File: config.mk
export PLATFORM = sky130hd
export DESIGN_NAME = cmp_share_sequencer
export DESIGN_NICKNAME = d
export VERILOG_FILES = /design/src/rtl/cmp_pkg.sv /design/src/rtl/cmp_4bit.sv /design/src/rtl/cmp_rr_arb.sv /design/src/rtl/cmp_share_sequencer.sv
export SDC_FILE = /design/constraint.sdc
export NUM_CORES = 1
export LEC_CHECK = 0
export CAP_MARGIN = 20
export CORE_MARGIN = 4
export CORE_UTILIZATION = 35
export CTS_BUF_LIST = sky130_fd_sc_hd__clkbuf_2
export DETAILED_ROUTE_END_ITERATION = 6
export PLACE_DENSITY_LB_ADDON = 0.1
export SYNTH_ARGS = -nofsm -noshare
export SYNTH_HDL_FRONTEND = slang
export SYNTH_SLANG_ARGS = --single-unit
File: constraint.sdc
create_clock -name clk -period 3.8 [get_ports clk]
set_input_delay 0.76 -clock clk [delete_from_list [all_inputs] [get_ports clk]]
set_output_delay 0.76 -clock clk [all_outputs]
set_load 0.05 [all_outputs]
File: src/rtl/cmp_pkg.sv
// Shared types and default sizing for the shared-comparator sequencer.
package cmp_pkg;

    localparam int unsigned N_REQ_DEF = 4;
    localparam int unsigned WIDTH_DEF = 8;
    localparam int unsigned NIB       = WIDTH_DEF / 4;
    localparam int unsigned IDW       = $clog2(N_REQ_DEF);

    typedef enum logic [1:0] {
        IDLE = 2'd0,
        RUN  = 2'd1,
        RESP = 2'd2
    } state_t;

endpackage

File: src/rtl/cmp_4bit.sv
// Existing combinational 4-bit magnitude comparator macro.
// Its gt output asserts when b exceeds a; lt asserts when a exceeds b.
module cmp_4bit (
    input  logic [3:0] a,
    input  logic [3:0] b,
    output logic       gt,
    output logic       eq,
    output logic       lt
);

    assign gt = (b > a);
    assign eq = (a == b);
    assign lt = (a > b);

endmodule

File: src/rtl/cmp_rr_arb.sv
// Combinational round-robin pick: first valid requester after last_grant,
// searching upward and wrapping modulo N_REQ.
module cmp_rr_arb #(
    parameter int unsigned N_REQ = 4
) (
    input  logic [N_REQ-1:0]         req,
    input  logic [$clog2(N_REQ)-1:0] last_grant,
    output logic [N_REQ-1:0]         grant,
    output logic [$clog2(N_REQ)-1:0] grant_idx
);

    localparam int unsigned IW = $clog2(N_REQ);

    logic found;

    always_comb begin
        // NOTE: every output gets a default first so no path through the loop can infer a latch.
        grant     = '0;
        grant_idx = '0;
        found     = 1'b0;
        for (int unsigned off = 1; off <= N_REQ; off++) begin
            int unsigned idx;
            idx = (int'(last_grant) + off) % N_REQ;
            if (!found && req[idx]) begin
                found      = 1'b1;
                grant[idx] = 1'b1;
                grant_idx  = IW'(idx);
            end
        end
    end

endmodule

File: src/rtl/cmp_share_sequencer.sv
// Round-robin sharing of one cmp_4bit between requesters; operands are compared
// one nibble per cycle, MSB first, stopping at the first unequal nibble.
module cmp_share_sequencer
    import cmp_pkg::*;
#(
    parameter int unsigned N_REQ = N_REQ_DEF,
    parameter int unsigned WIDTH = WIDTH_DEF
) (
    input  logic                     clk,
    input  logic                     rst_n,
    input  logic [N_REQ-1:0]         req_valid,
    output logic [N_REQ-1:0]         req_ready,
    input  logic [N_REQ*WIDTH-1:0]   req_a,
    input  logic [N_REQ*WIDTH-1:0]   req_b,
    output logic                     rsp_valid,
    input  logic                     rsp_ready,
    output logic [$clog2(N_REQ)-1:0] rsp_id,
    output logic                     rsp_gt,
    output logic                     rsp_eq,
    output logic                     rsp_lt
);

    localparam int unsigned NIBS = WIDTH / 4;
    localparam int unsigned ID_W = $clog2(N_REQ);
    localparam int unsigned NB_W = (NIBS > 1) ? $clog2(NIBS) : 1;

    state_t            state_q, state_d;
    logic [WIDTH-1:0]  a_q, a_d, b_q, b_d;
    logic [ID_W-1:0]   id_q, id_d, last_q, last_d;
    logic [NB_W-1:0]   nib_q, nib_d;
    logic              gt_acc_q, gt_acc_d, eq_acc_q, eq_acc_d, lt_acc_q, lt_acc_d;
    logic              rsp_valid_q, rsp_valid_d;
    logic [ID_W-1:0]   rsp_id_q, rsp_id_d;
    logic              rsp_gt_q, rsp_gt_d, rsp_eq_q, rsp_eq_d, rsp_lt_q, rsp_lt_d;

    logic [N_REQ-1:0]  grant;
    logic [ID_W-1:0]   grant_idx;
    logic [3:0]        nib_a, nib_b;
    logic              gt_n, eq_n, lt_n;
    logic              gt_new, eq_new, lt_new;

    cmp_rr_arb #(.N_REQ(N_REQ)) u_arb (
        .req        (req_valid),
        .last_grant (last_q),
        .grant      (grant),
        .grant_idx  (grant_idx)
    );

    assign nib_a = a_q[{nib_q, 2'b00} +: 4];
    assign nib_b = b_q[{nib_q, 2'b00} +: 4];

    // Operands are swapped at the macro so its gt/lt read as a>b / a<b here.
    cmp_4bit u_cmp (
        .a  (nib_b),
        .b  (nib_a),
        .gt (gt_n),
        .eq (eq_n),
        .lt (lt_n)
    );

    assign gt_new = gt_acc_q | (eq_acc_q & gt_n);
    assign lt_new = lt_acc_q | (eq_acc_q & lt_n);
    assign eq_new = eq_acc_q & eq_n;

    // Grant is only offered in IDLE and never while reset is held.
    assign req_ready = (state_q == IDLE && rst_n) ? grant : '0;

    always_comb begin
        state_d     = state_q;
        a_d         = a_q;
        b_d         = b_q;
        id_d        = id_q;
        last_d      = last_q;
        nib_d       = nib_q;
        gt_acc_d    = gt_acc_q;
        eq_acc_d    = eq_acc_q;
        lt_acc_d    = lt_acc_q;
        rsp_valid_d = rsp_valid_q;
        rsp_id_d    = rsp_id_q;
        rsp_gt_d    = rsp_gt_q;
        rsp_eq_d    = rsp_eq_q;
        rsp_lt_d    = rsp_lt_q;

        case (state_q)
            IDLE: begin
                if (|req_valid) begin
                    for (int unsigned i = 0; i < N_REQ; i++) begin
                        if (grant[i]) begin
                            a_d = req_a[i*WIDTH +: WIDTH];
                            b_d = req_b[i*WIDTH +: WIDTH];
                        end
                    end
                    id_d     = grant_idx;
                    last_d   = grant_idx;
                    nib_d    = NB_W'(NIBS - 1);
                    gt_acc_d = 1'b0;
                    eq_acc_d = 1'b1;
                    lt_acc_d = 1'b0;
                    state_d  = RUN;
                end
            end
            RUN: begin
                gt_acc_d = gt_new;
                eq_acc_d = eq_new;
                lt_acc_d = lt_new;
                if (!eq_new || nib_q == '0) begin
                    rsp_valid_d = 1'b1;
                    rsp_id_d    = id_q;
                    rsp_gt_d    = gt_new;
                    rsp_eq_d    = eq_new;
                    rsp_lt_d    = lt_new;
                    state_d     = RESP;
                end else begin
                    nib_d = nib_q - 1'b1;
                end
            end
            RESP: begin
                if (rsp_ready) begin
                    rsp_valid_d = 1'b0;
                    rsp_gt_d    = 1'b0;
                    rsp_eq_d    = 1'b0;
                    rsp_lt_d    = 1'b0;
                    state_d     = IDLE;
                end
            end
            default: state_d = IDLE;
        endcase
    end

    // NOTE: datapath registers are reset too, so a request in flight at reset leaves no trace.
    always_ff @(posedge clk or negedge rst_n) begin
        if (!rst_n) begin
            state_q     <= IDLE;
            a_q         <= '0;
            b_q         <= '0;
            id_q        <= '0;
            last_q      <= ID_W'(N_REQ - 1);
            nib_q       <= '0;
            gt_acc_q    <= 1'b0;
            eq_acc_q    <= 1'b0;
            lt_acc_q    <= 1'b0;
            rsp_valid_q <= 1'b0;
            rsp_id_q    <= '0;
            rsp_gt_q    <= 1'b0;
            rsp_eq_q    <= 1'b0;
            rsp_lt_q    <= 1'b0;
        end else begin
            // NOTE: non-blocking so every flop samples the pre-edge value of its _d.
            state_q     <= state_d;
            a_q         <= a_d;
            b_q         <= b_d;
            id_q        <= id_d;
            last_q      <= last_d;
            nib_q       <= nib_d;
            gt_acc_q    <= gt_acc_d;
            eq_acc_q    <= eq_acc_d;
            lt_acc_q    <= lt_acc_d;
            rsp_valid_q <= rsp_valid_d;
            rsp_id_q    <= rsp_id_d;
            rsp_gt_q    <= rsp_gt_d;
            rsp_eq_q    <= rsp_eq_d;
            rsp_lt_q    <= rsp_lt_d;
        end
    end

    assign rsp_valid = rsp_valid_q;
    assign rsp_id    = rsp_id_q;
    assign rsp_gt    = rsp_gt_q;
    assign rsp_eq    = rsp_eq_q;
    assign rsp_lt    = rsp_lt_q;

endmodule

Yosys cells after proc, flatten, opt, wreduce, memory -nomap -nowiden
Cells that the tools add are included.
{"block": "op_classes", "n_addsub": 5, "magnitude_cmp": 10, "n_eq_ne": 7, "shift": 2, "mux": 56, "bitwise": 9, "reduce_logical": 25}
{"operator": "2-to-1 mux 8 bit", "n": 8}
{"operator": "2-to-1 mux 4 bit", "n": 5}
{"operator": "2-to-1 mux 1 bit", "n": 19}
{"operator": "one-hot mux 1 bit (2 select lines)", "n": 8}
{"operator": "indexed part select 8 x 4 -> 4 bit", "n": 2}
{"operator": "2-to-1 mux 2 bit", "n": 7}
{"operator": "less-than comparator 2 x 3 -> 1 bit, second input constant", "n": 4}
{"operator": "OR 4 bit", "n": 3}
{"operator": "AND reduction 3 bit", "n": 4}
{"operator": "binary-select mux 1 bit (select 2 bit)", "n": 4}
{"operator": "demux 1 bit (select 2 bit)", "n": 4}
{"operator": ">= comparator 2 x 1 -> 1 bit, second input constant", "n": 4}
{"operator": "> comparator 4 bit", "n": 2}
{"operator": "logical AND 1 bit", "n": 8}
{"operator": "!= test 2 bit, second input constant", "n": 3}
{"operator": "one-hot mux 2 bit (3 select lines)", "n": 1}
{"operator": "AND reduction 2 bit", "n": 3}
{"operator": "adder 2 x 1 -> 2 bit, second input constant", "n": 2}
{"operator": "adder 2 bit, second input constant", "n": 2}
{"operator": "equality test 4 bit", "n": 1}
{"operator": "logical NOT 1 bit", "n": 4}
{"operator": "nonzero test 2 bit", "n": 2}
{"operator": "nonzero test 4 bit", "n": 1}
{"operator": "OR reduction 4 bit", "n": 1}
{"operator": "other kinds (9)", "n": 12}
{"block": "word_totals", "reg_bits": 32, "input_bits": 71, "elab_cells": 128}

Logic depth before layout (Yosys ltp)
{"block": "depth", "word_depth": 17, "mapped_depth": 12}

Modules after synthesis
From an unflattened synthesis, not the netlist that was laid out.
{"block": "hier_totals", "hier_cells": 247, "hier_area_um2": 2523.7}
{"mod": "cmp_share_sequencer", "n_inst": 1, "cells_each": 172, "area_per_inst_um2": 1904.3}
{"mod": "cmp_rr_arb", "n_inst": 1, "cells_each": 59, "area_per_inst_um2": 490.5}
{"mod": "cmp_4bit", "n_inst": 1, "cells_each": 16, "area_per_inst_um2": 128.9}

Worst setup path before layout
OpenSTA, ideal clock, no wires.
{"block": "synth_path", "path_kind": "register to output", "start": "register last_q[0]", "end": "output req_ready[3]", "arrival_time_ns": 3.179, "required_ns": 3.040, "setup_slack_ns": -0.139, "stages_incl_launch_ff": 10, "path_buffers": 2, "path_cell_list": "dfstp_2 buf_2 inv_1 ha_1 mux4_2 nor2b_4 a22o_1 a221oi_4 clkbuf_1 nor2_1"}
{"block": "synth_between", "elab_chain_cells": 14, "elab_cells_between_ends": 49, "classes_between": "add/sub: 4; order compare: 8; mux: 24; bitwise: 3; reduce/logical: 10"}
{"element": "from (decl)", "line_no": "cmp_share_sequencer.sv:29", "source": "logic [ID_W-1:0] id_q, id_d, last_q, last_d;"}
{"element": "from (signal assigned)", "line_no": "cmp_share_sequencer.sv:137", "source": "last_q <= ID_W'(N_REQ - 1);"}
{"element": "from (signal assigned)", "line_no": "cmp_share_sequencer.sv:153", "source": "last_q <= last_d;"}
{"element": "parallel branches: the longest is 12 deep, another holds less-than comparator 2 x 3 -> 1 bit"}
{"element": "2-to-1 mux 4 bit (*)", "line_no": "cmp_rr_arb.sv:24", "source": "if (!found && req[idx]) begin"}
{"element": "2-to-1 mux 4 bit (*)", "line_no": "cmp_share_sequencer.sv:66", "source": "assign req_ready = (state_q == IDLE && rst_n) ? grant : '0;"}
{"element": "to (decl)", "line_no": "cmp_share_sequencer.sv:12", "source": "output logic [N_REQ-1:0] req_ready,"}
Every way passes the cells marked *. The select of a mux whose other input is x is not followed.

Final worst setup path
{"block": "layout_path", "start": "register last_q[0]", "end": "output req_ready[1]"}
The elaborated chain is that of the path after synthesis.

==> results_dict.tcl <==
set metrics [dict create \
    pwr-share-seq_pct 18.2 \
    dpl_cell_area_mm2 0.00389 \
    postRouteAntennaNets 0 \
    netlist.area_leader.share_pct 26.3 \
    n_antenna_cell 0 \
    synthArstFlopShare_pct 100 \
    die_h_um 98.3 \
    critPathKind "flop to output port" \
    worst_pin_slew_ns 1.04 \
    rows 32 \
    grt_first_pass_wirelength_um 14400 \
    fin_cells 519 \
    dr.pass1.iters 4 \
    place_congestion 0.875 \
    worst_hold_path.num_cells 1 \
    cts-buffers-inserted 5 \
    min_path_type "flop to flop" \
    drive_above_1_share_pct 14.4 \
    power.share.clock_pct 4.7 \
    dp.cells 510 \
    drc 0 \
    vdd_drop_max_mv 0.413 \
    clk_pin_slew_worst_paths_ns 0.16 \
    yosysUniqueCellTypes 55 \
    powerDensity_mw_per_mm2 884 \
    synth_nets 414 \
    cts_tree "yes" \
    grt_pass1_vias 2865 \
    synthToLayoutAreaGrowth_pct 38.6 \
    r2r_end "a_q[4]" \
    leakage_nw 1.71 \
    yosysWarnings 0 \
    io_buffers 80 \
    hpwl_um 6850 \
    cts_root_buf "clkbuf_2" \
    grt_overflow 0 \
    ys.flop_type "dfrtp_1" \
    cp.required_ns 3.04 \
    crit_buf_inv 2 \
    initial_core_util_pct 36.4 \
    vias 2957 \
    hold_start "rsp_valid" \
    arrival_ns 2.91 \
    io_pins 81 \
    cts_max_level 2 \
    routed_via_density 5.70 \
    end_kind "output port" \
    status "complete, no violations" \
    ys_ff_latch 32 \
    critPathMaxStageDelay_ns 0.62 \
    syn-instance-count 331 \
    clock_latency_ns 0.37 \
    drv_slew 0 \
    post-synth-top-area-cell "dfrtp_1" \
    p_sw_share_pct 50.2 \
    cts_buffer_depth 2 \
    yosys-top-cells-area "dfrtp_1 (26%), ha_1 (5.3%), and4_1 (5.2%), o31a_1 (5.2%), inv_1 (5.1%)" \
    path_max_fanout 7 \
    ff2ff_setup_slack_ns 0.48 \
    ctsHoldBuffers 0 \
    fin_util_pct 50.4 \
    reg2reg_depth 8 \
    synth-edff-count 0 \
    antenna_found_initial 0 \
    synthesis.area_mm2 0.00285 \
    drt-initial-drc-count 211 \
    slew_headroom_pct 28.8 \
    crit_path_cell_trace "inv_1 > ha_4 > mux4_2 > mux2_2 > nor3_2 > nor2_1 > buf_12" \
    hold_path_end "rsp_valid" \
    cpMaxStageDelayCell "mux4_2" \
    final.period_utilization_pct 96.6 \
    die_w_um 98.3 \
    p_sw_mw 1.75 \
    worstSetupStartpointType "flop" \
    wl_per_cell_um 17.0 \
    die_area_mm2 0.00966 \
    timing.fmax_mhz 273 \
    path_delay_family "multiplexers" \
    post-route-min-period_ns 3.67 \
    hold_ws_ns 0.496 \
    clock_sinks 32 \
    setup_viol_count_final 0 \
    drv_cap 0 \
    avgSynthCellArea_um2 8.62 \
    coreArea_mm2 0.00785 \
    p_comb_share_pct 77.0 \
    finalClockSkew_ns 0.0282 \
    r2r_start "last_q[0]" \
    grt_usage_pct 18.1 \
    yosysSeqAreaShare_pct 28.1 \
    grt_max_degree 33 \
    final_hold_viol_count 0 \
    design_area_mm2 0.00396 \
    p_int_mw 1.74 \
    cp-startpoint "last_q[0]" \
    nets 499 \
    drt-total-wl_um 8830 \
]
-- synth_stat cells, types with 2 or more instances --
| cell | n |
|---|---|
| a211oi_1 | 2 |
| a21o_1 | 2 |
| a21oi_1 | 26 |
| a221o_1 | 3 |
| a221oi_1 | 3 |
| a22o_1 | 3 |
| a31oi_1 | 2 |
| a32oi_1 | 16 |
| and4_1 | 17 |
| buf_2 | 3 |
| buf_6 | 3 |
| clkbuf_1 | 22 |
| dfrtp_1 | 30 |
| dfstp_2 | 2 |
| ha_1 | 12 |
| inv_1 | 39 |
| mux2_2 | 3 |
| mux2i_1 | 7 |
| mux4_2 | 2 |
| nand2_1 | 11 |
| nand2b_1 | 3 |
| nand3_1 | 2 |
| nand3b_1 | 2 |
| nor2_1 | 15 |
| nor2b_1 | 4 |
| nor3_1 | 8 |
| nor4_1 | 2 |
| o21ai_0 | 12 |
| o311ai_1 | 16 |
| o31a_1 | 17 |
| o31ai_1 | 16 |
| or2_2 | 2 |
| or3_1 | 2 |
-- worst max path at each step --
| stage | end | slack [ns] | depth (start not counted) |
|---|---|---|---|
| 2_1_floorplan | req_ready[2] | 0.01 | 9 |
| 3_3_place_gp | req_ready[3] | 0.20 | 8 |
| 3_5_place_dp | req_ready[3] | 0.16 | 8 |
| 4_1_cts | req_ready[2] | 0.05 | 7 |
| 5_1_grt | req_ready[1] | -0.007 | 7 |
| 6_report | req_ready[1] | 0.13 | 7 |
-- metal layers --
| layer | part of all wire, % | GRT usage (%) | up-vias |
|---|---|---|---|
| met3 | 7.4 | 4.64 | 7 |
| li1 | - | - | 1448 |
| met5 | 0 | 0 | - |
| met2 | 43 | 26.0 | 111 |
| met1 | 48 | 26.9 | 1391 |
| met4 | 1.1 | 4.52 | 0 |
-- flip-flops by register name, summed over array words and instances (netlist names), 2 cells and up --
signal,flops
a_q,8
b_q,8
id_q,2
last_q,2
rsp_id,2
state_q,2
-- layout make-up --
class / count / area, um2
Timing Repair Buffer: 108 / 1060
Clock buffer: 7 / 35.0
Multi-Input combinational cell: 230 / 1770
Tap cell: 102 / 128
Inverter: 39 / 146
Sequential cell: 32 / 803
Fill cell: 765 / 3890
Clock inverter: 1 / 5.00
-- cell families (layout without fill, tap and decap cells) --
kind of cell    after synthesis  after routing  synth area share, %
compound gates              129            129                 34.4
flops                        32             32                 28.1
fa+ha+maj                    12             12                 5.26
simple gates                 77             77                 16.6
mux                          12             12                 5.22
buf+inv                      69            155                 10.4
-- stage by stage --
step | setup TNS [ns] | setup WS, ns | total power [mW]
floorplan | 0 | 0.0113 | 2.48
global placement | 0 | 0.204 | 3.24
CTS | 0 | 0.0513 | 3.47
detailed placement | 0 | 0.164 | 3.29
global route | -0.0113 | -0.00728 | 3.79
finish | 0 | 0.130 | 3.49
-- worst register-to-register path, cell delays in order, from the launching register on --
cell	delay, ns
dfstp_2	0.56
inv_1	0.17
ha_4	0.35
mux4_2	0.62
a22o_1	0.32
or3_1	0.40
buf_4	0.19
o311ai_1	0.43
a32oi_1	0.17
-- cell usage in the layout (no fill, tap or decap), drive strengths merged, types with 4 or more instances in the layout --
master	instances
clkdlybuf4s50	76
inv	39
buf	32
dfrtp	30
a21oi	27
o31a	17
and4	17
o31ai	16
o311ai	16
a32oi	16
nor2	15
o21ai	12
ha	12
nand2	11
nor3	9
mux2i	7
clkbuf	7
nor2b	5
a221oi	4
-- power by group through the flow --
stage	registers [mW]	logic, mW	clock network [mW]
floorplan	0.695	1.78	0
global placement	0.657	2.59	0
detailed placement	0.662	2.63	0
CTS	0.639	2.66	0.171
global route	0.665	2.94	0.186
finish	0.637	2.69	0.165
-- what timing repair did --
item / in CTS / in global routing
setup buffers: 1 / 0
setup endpoints to repair: 1 / 3
resized for setup: 0 / 2
(Power assumes the default switching activity.)
